<file path="src/rtl/spi_slave_frame64_if.sv">
// SPI pin and frame handshake bundle for spi_slave_frame64.
// The slave modport is the DUT view; the master modport is the view of
// whatever drives the SPI pins and consumes received frames.
interface spi_slave_frame64_if #(
    parameter int DATA_W = 64
);
    logic              sclk;
    logic              cs_n;
    logic              mosi;
    logic              miso;
    logic [DATA_W-1:0] rx_data;
    logic              rx_valid;
    logic [DATA_W-1:0] tx_data;
    logic              tx_load;
    logic              busy;
    logic              frame_err;

    modport slave (
        input  sclk, cs_n, mosi, tx_data, tx_load,
        output miso, rx_data, rx_valid, busy, frame_err
    );

    modport master (
        output sclk, cs_n, mosi, tx_data, tx_load,
        input  miso, rx_data, rx_valid, busy, frame_err
    );
endinterface

</file>
<file path="src/rtl/spi_slave_frame64.sv">
// SPI mode-0 slave front end: receives DATA_W-bit frames into the clk domain
// and shifts the latched transmit word back out on miso, full duplex, MSB first.
// All SPI pins are oversampled by clk through synchronizer chains; edges are
// registered into one-cycle pulses before the frame FSM consumes them.
module spi_slave_frame64 #(
    parameter int DATA_W      = 64,
    parameter int SYNC_STAGES = 2
) (
    input logic                clk,
    input logic                rst_n,
    spi_slave_frame64_if.slave bus
);
    localparam int                CNT_W     = $clog2(DATA_W) + 2;
    localparam logic [CNT_W-1:0]  CNT_FULL  = CNT_W'(DATA_W);
    localparam logic [CNT_W-1:0]  CNT_SAT   = CNT_W'(DATA_W + 1);
    localparam logic [0:0]        ST_IDLE   = 1'b0;
    localparam logic [0:0]        ST_ACTIVE = 1'b1;

    // synchronizer chains and edge-detect history
    logic [SYNC_STAGES-1:0] sclk_sync_q, sclk_sync_d;
    logic [SYNC_STAGES-1:0] cs_sync_q, cs_sync_d;
    logic [SYNC_STAGES-1:0] mosi_sync_q, mosi_sync_d;
    logic                   sclk_prev_q, cs_prev_q, mosi_s_q;
    logic                   sclk_rise_q, sclk_fall_q, cs_rise_q, cs_fall_q;
    logic                   sclk_rise_s, sclk_fall_s, cs_rise_s, cs_fall_s;
    logic                   sclk_s, cs_s;

    // frame state
    logic [0:0]        state_q, state_d;
    logic [DATA_W-1:0] rx_shift_q, rx_shift_d;
    logic [DATA_W-1:0] tx_shift_q, tx_shift_d;
    logic [DATA_W-1:0] tx_buf_q, tx_buf_d;
    logic [DATA_W-1:0] rx_data_q, rx_data_d;
    logic [CNT_W-1:0]  bit_cnt_q, bit_cnt_d;
    logic              rx_valid_q, rx_valid_d;
    logic              frame_err_q, frame_err_d;
    logic              busy_q, busy_d;
    logic              miso_q, miso_d;

    // Shift each pin into its chain and detect edges on the last two synchronized samples.
    always_comb begin
        sclk_sync_d = {sclk_sync_q[SYNC_STAGES-2:0], bus.sclk};
        cs_sync_d   = {cs_sync_q[SYNC_STAGES-2:0], bus.cs_n};
        mosi_sync_d = {mosi_sync_q[SYNC_STAGES-2:0], bus.mosi};
        sclk_s      = sclk_sync_q[SYNC_STAGES-1];
        cs_s        = cs_sync_q[SYNC_STAGES-1];
        sclk_rise_s = sclk_s & ~sclk_prev_q;
        sclk_fall_s = ~sclk_s & sclk_prev_q;
        cs_rise_s   = cs_s & ~cs_prev_q;
        cs_fall_s   = ~cs_s & cs_prev_q;
    end

    // Synchronizer, history and edge-pulse registers; cs_n side resets to deselected.
    always_ff @(posedge clk or negedge rst_n) begin
        if (!rst_n) begin
            sclk_sync_q <= {SYNC_STAGES{1'b0}};
            cs_sync_q   <= {SYNC_STAGES{1'b1}};
            mosi_sync_q <= {SYNC_STAGES{1'b0}};
            sclk_prev_q <= 1'b0;
            cs_prev_q   <= 1'b1;
            mosi_s_q    <= 1'b0;
            sclk_rise_q <= 1'b0;
            sclk_fall_q <= 1'b0;
            cs_rise_q   <= 1'b0;
            cs_fall_q   <= 1'b0;
        end else begin
            sclk_sync_q <= sclk_sync_d;
            cs_sync_q   <= cs_sync_d;
            mosi_sync_q <= mosi_sync_d;
            sclk_prev_q <= sclk_s;
            cs_prev_q   <= cs_s;
            mosi_s_q    <= mosi_sync_q[SYNC_STAGES-1];
            sclk_rise_q <= sclk_rise_s;
            sclk_fall_q <= sclk_fall_s;
            cs_rise_q   <= cs_rise_s;
            cs_fall_q   <= cs_fall_s;
        end
    end

    // Frame FSM: preload in IDLE, shift in ACTIVE, judge the bit count when cs_n rises.
    always_comb begin
        state_d     = state_q;
        rx_shift_d  = rx_shift_q;
        tx_shift_d  = tx_shift_q;
        rx_data_d   = rx_data_q;
        bit_cnt_d   = bit_cnt_q;
        rx_valid_d  = 1'b0;
        frame_err_d = 1'b0;
        tx_buf_d    = bus.tx_load ? bus.tx_data : tx_buf_q;
        case (state_q)
            ST_IDLE: begin
                // a load in the same cycle as cs_fall must reach the first bit
                tx_shift_d = bus.tx_load ? bus.tx_data : tx_buf_q;
                if (cs_fall_q) begin
                    bit_cnt_d  = {CNT_W{1'b0}};
                    rx_shift_d = {DATA_W{1'b0}};
                    state_d    = ST_ACTIVE;
                end else begin
                    state_d = ST_IDLE;
                end
            end
            ST_ACTIVE: begin
                if (cs_rise_q) begin
                    if (bit_cnt_q == CNT_FULL) begin
                        rx_data_d  = rx_shift_q;
                        rx_valid_d = 1'b1;
                    end else begin
                        frame_err_d = 1'b1;
                    end
                    state_d = ST_IDLE;
                end else if (sclk_rise_q) begin
                    rx_shift_d = {rx_shift_q[DATA_W-2:0], mosi_s_q};
                    if (bit_cnt_q != CNT_SAT) begin
                        bit_cnt_d = bit_cnt_q + CNT_W'(1);
                    end else begin
                        bit_cnt_d = bit_cnt_q;
                    end
                end else if (sclk_fall_q) begin
                    tx_shift_d = {tx_shift_q[DATA_W-2:0], 1'b0};
                end else begin
                    state_d = ST_ACTIVE;
                end
            end
            default: begin
                state_d = ST_IDLE;
            end
        endcase
        busy_d = (state_d == ST_ACTIVE);
        miso_d = tx_shift_d[DATA_W-1];
    end

    // Frame state and registered outputs.
    always_ff @(posedge clk or negedge rst_n) begin
        if (!rst_n) begin
            state_q     <= ST_IDLE;
            rx_shift_q  <= {DATA_W{1'b0}};
            tx_shift_q  <= {DATA_W{1'b0}};
            tx_buf_q    <= {DATA_W{1'b0}};
            rx_data_q   <= {DATA_W{1'b0}};
            bit_cnt_q   <= {CNT_W{1'b0}};
            rx_valid_q  <= 1'b0;
            frame_err_q <= 1'b0;
            busy_q      <= 1'b0;
            miso_q      <= 1'b0;
        end else begin
            state_q     <= state_d;
            rx_shift_q  <= rx_shift_d;
            tx_shift_q  <= tx_shift_d;
            tx_buf_q    <= tx_buf_d;
            rx_data_q   <= rx_data_d;
            bit_cnt_q   <= bit_cnt_d;
            rx_valid_q  <= rx_valid_d;
            frame_err_q <= frame_err_d;
            busy_q      <= busy_d;
            miso_q      <= miso_d;
        end
    end

    assign bus.miso      = miso_q;
    assign bus.rx_data   = rx_data_q;
    assign bus.rx_valid  = rx_valid_q;
    assign bus.busy      = busy_q;
    assign bus.frame_err = frame_err_q;

endmodule

</file>
<file path="src/flat_wrapper.sv">
// flat-port wrapper written by rule: the top's interface ports become plain ports
module spi_slave_frame64_flat 
#(
    parameter int DATA_W      = 64,
    parameter int SYNC_STAGES = 2
)
  (clk, rst_n, bus_sclk, bus_cs_n, bus_mosi, bus_tx_data, bus_tx_load, bus_miso, bus_rx_data, bus_rx_valid, bus_busy, bus_frame_err);
  spi_slave_frame64_if #(.DATA_W(DATA_W)) bus_i ();
  input logic clk;
  input logic rst_n;
  input wire logic [$bits(bus_i.sclk)-1:0] bus_sclk;
  input wire logic [$bits(bus_i.cs_n)-1:0] bus_cs_n;
  input wire logic [$bits(bus_i.mosi)-1:0] bus_mosi;
  input wire logic [$bits(bus_i.tx_data)-1:0] bus_tx_data;
  input wire logic [$bits(bus_i.tx_load)-1:0] bus_tx_load;
  output wire logic [$bits(bus_i.miso)-1:0] bus_miso;
  output wire logic [$bits(bus_i.rx_data)-1:0] bus_rx_data;
  output wire logic [$bits(bus_i.rx_valid)-1:0] bus_rx_valid;
  output wire logic [$bits(bus_i.busy)-1:0] bus_busy;
  output wire logic [$bits(bus_i.frame_err)-1:0] bus_frame_err;
  assign bus_i.sclk = bus_sclk;
  assign bus_i.cs_n = bus_cs_n;
  assign bus_i.mosi = bus_mosi;
  assign bus_i.tx_data = bus_tx_data;
  assign bus_i.tx_load = bus_tx_load;
  assign bus_miso = bus_i.miso;
  assign bus_rx_data = bus_i.rx_data;
  assign bus_rx_valid = bus_i.rx_valid;
  assign bus_busy = bus_i.busy;
  assign bus_frame_err = bus_i.frame_err;
  spi_slave_frame64 #(.DATA_W(DATA_W), .SYNC_STAGES(SYNC_STAGES)) u_core (.clk(clk), .rst_n(rst_n), .bus(bus_i));
endmodule
</file>
<file path="config.mk">
export PLATFORM = sky130hd
export DESIGN_NAME = spi_slave_frame64_flat
export DESIGN_NICKNAME = d
export VERILOG_FILES = /design/src/rtl/spi_slave_frame64_if.sv /design/src/rtl/spi_slave_frame64.sv /design/src/flat_wrapper.sv
export SDC_FILE = /design/constraint.sdc
export NUM_CORES = 1
export LEC_CHECK = 0
export BUFFER_PORTS_ARGS = -buffer_cell sky130_fd_sc_hd__buf_4
export CAP_MARGIN = 10
export CORE_ASPECT_RATIO = 0.5
export CORE_MARGIN = 8
export CORE_UTILIZATION = 45
export CTS_CLUSTER_DIAMETER = 150
export DETAILED_ROUTE_END_ITERATION = 16
export PLACE_DENSITY_LB_ADDON = 0.25
export SYNTH_ARGS = -nofsm -noshare
export SYNTH_HDL_FRONTEND = slang
export SYNTH_SLANG_ARGS = --single-unit
</file>
<file path="constraint.sdc">
create_clock -name clk -period 2.3 [get_ports clk]
set_input_delay 0.23 -clock clk [delete_from_list [all_inputs] [get_ports clk]]
set_output_delay 0.23 -clock clk [all_outputs]
set_load 0.02 [all_outputs]
</file>
==> metrics.txt <==
count of instances resized after the clock tree is built 0; initial cell density of the core 0.4602; count of unresolved DRC violations after routing 0; Inserted Diodes 0; maximum operating frequency about 0.49 GHz; maximum fanout along the worst path 34; Max H-tree Level 1; leakage power slightly below 7 nW; clock tree skew after final layout 0.02572 ns; top-count cell post-synth sky130_fd_sc_hd__dfrtp_1; most frequent cells after synthesis sky130_fd_sc_hd__dfrtp_1, sky130_fd_sc_hd__nand2_1, sky130_fd_sc_hd__mux2_2; number of cells on the worst hold path 2; number of synthesized register bits 280; maximum number of pins on one net before global-route repair 157; All-Layer GR Usage 0.1544; per-cell via count in the routed design ~5.0; Hold Violations, Final 0; Distinct cells, synth 34; type of the worst setup path reg2reg; synthesis-to-layout area growth 25.91%; startpoint type of the worst setup path register; most used flip-flop cell after synthesis sky130_fd_sc_hd__dfrtp_1; post-synthesis instance area about 11,000 um^2; worst slew margin relative to its limit 0.5547; Post-Synthesis Mean Instance Area between 10 and 15 um^2; Rows 40; antenna violations before repair 0; Sinks on Clock Net 280; Post-Syn Instances 973; net count after synthesis 1,046; sequential fraction of the synthesis area 0.6328; min Tclk post-route 2.027 ns; maximum clock path buffer count 3; PD cells approximately 800 nW/um^2; number of routed nets with antenna violations 0; Synth area leaders sky130_fd_sc_hd__dfrtp_1, sky130_fd_sc_hd__nand2_1, sky130_fd_sc_hd__mux2_2; Root Buffer sky130_fd_sc_hd__clkbuf_16; count of flip-flops with a built-in enable after synthesis 0; Congestion Overflow GR 0; number of warning messages in the yosys log 0; number of pins with negative max-slew slack in the final report 0; worst reg-to-reg path cell count 5; fraction of final layout cells with drive strength greater than 1 0.2428; HPWL after detailed placement 14,120 um; Yosys top cell area share 0.6257; start point of the worst hold path bus_tx_load; area of the die approximately 30,000 um^2; clock latency on the worst-skew pair ~0.54 ns; number of top-level design ports ~140; transition time of the tightest slew-check pin 0.6679 ns; Worst Hold Endpoint u_core.tx_buf_q[20]$_DFF_PN0_; clock transition time at the flip-flop clock pins of the worst setup and hold paths 0.07 ns; final setup violation count 0; detailed-route wire length between 20,000 and 25,000 um; vias in the first global route between 7,000 and 8,000; setup repair after global routing missed its margin no; proportion of synthesized flip-flops having asynchronous set or reset 1.000; destination of the worst register-to-register timing path u_core.bus.rx_data[17]$_DFFE_PN0P_; average wire per cell in the routed design 15.53 um; CP required between 2 and 3 ns; width of the chip 237.9 um; post-synth top area cell sky130_fd_sc_hd__dfrtp_1; Data arrival, critical path roughly 2.4 ns; first-pass detailed-route iteration total 4; crit path capture type register; DIE HEIGHT roughly 130 um; clock buffer count from CTS 25; setup_tns 0 ns; standard cell core area 24,070 um^2; power after layout 11.17 mW; port buffer count 137; worst r2r src u_core.bit_cnt_q[5]$_DFFE_PN0P_; global-route wire length before repair roughly 40,000 um; final layout net count between 1,000 and 1,500; classification of the worst-slack hold path in2reg; share of the clock period used by the worst path after layout 0.8812; minimum setup slack among reg-to-reg paths 0.27 ns; core occupancy in the finished layout 0.5794; global placer's final weighted congestion slightly below 0.8; Worst VDD drop 452.7 uV; hold-fix buffers at CTS 68; number of buffers inserted to repair setup after CTS 0; iteration-0 DRC count of the detailed router 555; clock tree from TritonCTS done; detailed-route via count approximately 7,600; status finished, final reports clean; max capacitance violation total 0; minimum hold slack 0.2108 ns
-- through the flow --
step | instances | setup slack (ns) | cell area [um^2]
final | 1514 | 0.2732 | 13950
after global routing | 1514 | 0.1575 | 13950
after CTS | 1514 | 0.2798 | 13950
after detailed placement | 1400 | 0.3005 | 12450
after global placement | 1400 | 0.3465 | 12450
after floorplan | 973 | 0.4145 | 11080
-- power breakdown --
group	leakage [nW]	internal (mW)	switching (mW)
Sequential	3.56	5.38	0.217
Clock	0.400	2.37	1.83
Combinational	2.97	0.572	0.807
-- area by class of cell --
| cell class | count | area (um^2) |
|---|---|---|
| timing repair buffer | 223 | 1964 |
| clock buffer | 35 | 703.2 |
| multi-input combinational | 625 | 3717 |
| inverter | 4 | 15.01 |
| clock inverter | 11 | 113.9 |
| tap | 336 | 420.4 |
| fill | 2029 | 10120 |
| sequential | 280 | 7014 |
-- worst max-delay path, stage by stage (launching register included) --
cell	delay (ns)
sky130_fd_sc_hd__dfrtp_1	0.47
sky130_fd_sc_hd__nor4_4	0.34
sky130_fd_sc_hd__and3b_1	0.22
sky130_fd_sc_hd__and4_4	0.27
sky130_fd_sc_hd__buf_12	0.22
sky130_fd_sc_hd__mux2_1	0.36
-- state kept, by name, indices dropped and copies added (netlist names) --
name                  flops
u_core.bus.rx_data       64
u_core.sclk_prev_q        1
u_core.cs_sync_q          2
u_core.bus.frame_err      1
u_core.bit_cnt_q          8
u_core.cs_rise_q          1
u_core.sclk_rise_q        1
u_core.mosi_sync_q        2
u_core.bus.rx_valid       1
u_core.tx_shift_q        64
u_core.state_q            1
u_core.cs_fall_q          1
u_core.tx_buf_q          64
u_core.sclk_fall_q        1
u_core.sclk_sync_q        2
u_core.rx_shift_q        64
u_core.cs_prev_q          1
u_core.mosi_s_q           1
-- placed cells by master, fill, tap and decap left out, types with 6 or more instances in the layout --
cell	netlist	layout
sky130_fd_sc_hd__buf_12	4	9
sky130_fd_sc_hd__mux2_1	49	49
sky130_fd_sc_hd__dlygate4sd3_1	0	68
sky130_fd_sc_hd__mux2_2	80	80
sky130_fd_sc_hd__a31oi_1	67	67
sky130_fd_sc_hd__nor2_1	65	65
sky130_fd_sc_hd__buf_4	1	145
sky130_fd_sc_hd__clkinv_2	0	6
sky130_fd_sc_hd__dfrtp_1	277	276
sky130_fd_sc_hd__nor2b_1	6	6
sky130_fd_sc_hd__nand3_1	66	66
sky130_fd_sc_hd__clkbuf_16	0	25
sky130_fd_sc_hd__nand2_1	261	259
sky130_fd_sc_hd__clkbuf_1	38	6
-- layer usage --
layer	track usage	share of wire	vias to the layer above	wire (um)
li1	-	-	3635	-
met5	0	0	-	0
met1	0.2093	0.45	3776	10620
met4	0.03544	0.019	0	455
met3	0.03004	0.037	30	865
met2	0.2552	0.49	111	11570
-- cells by family after synthesis --
group,after synthesis,share of synthesized area
AND/OR/NAND/NOR,413,0.1542
buffers and inverters,68,0.03230
AO/OA/AOI/OAI,80,0.04619
adder cells (fa/ha/maj),3,0.003389
flip-flops,280,0.6328
multiplexers,129,0.1311
-- how the worst max path moves through the flow --
stage                                                from  slack [ns]  cells after the start                            endpoint
after CTS                        u_core.state_q$_DFF_PN0_        0.28                      2                            bus_busy
after global routing      u_core.bit_cnt_q[4]$_DFFE_PN0P_        0.16                      5  u_core.bus.rx_data[17]$_DFFE_PN0P_
after detailed placement  u_core.bit_cnt_q[5]$_DFFE_PN0P_        0.30                      5  u_core.bus.rx_data[17]$_DFFE_PN0P_
final                     u_core.bit_cnt_q[5]$_DFFE_PN0P_        0.27                      5  u_core.bus.rx_data[17]$_DFFE_PN0P_
after floorplan           u_core.bit_cnt_q[5]$_DFFE_PN0P_        0.41                      6  u_core.bus.rx_data[54]$_DFFE_PN0P_
after global placement    u_core.bit_cnt_q[5]$_DFFE_PN0P_        0.35                      5   u_core.bus.rx_data[1]$_DFFE_PN0P_
No activity file was read; power rests on OpenSTA's default activity.
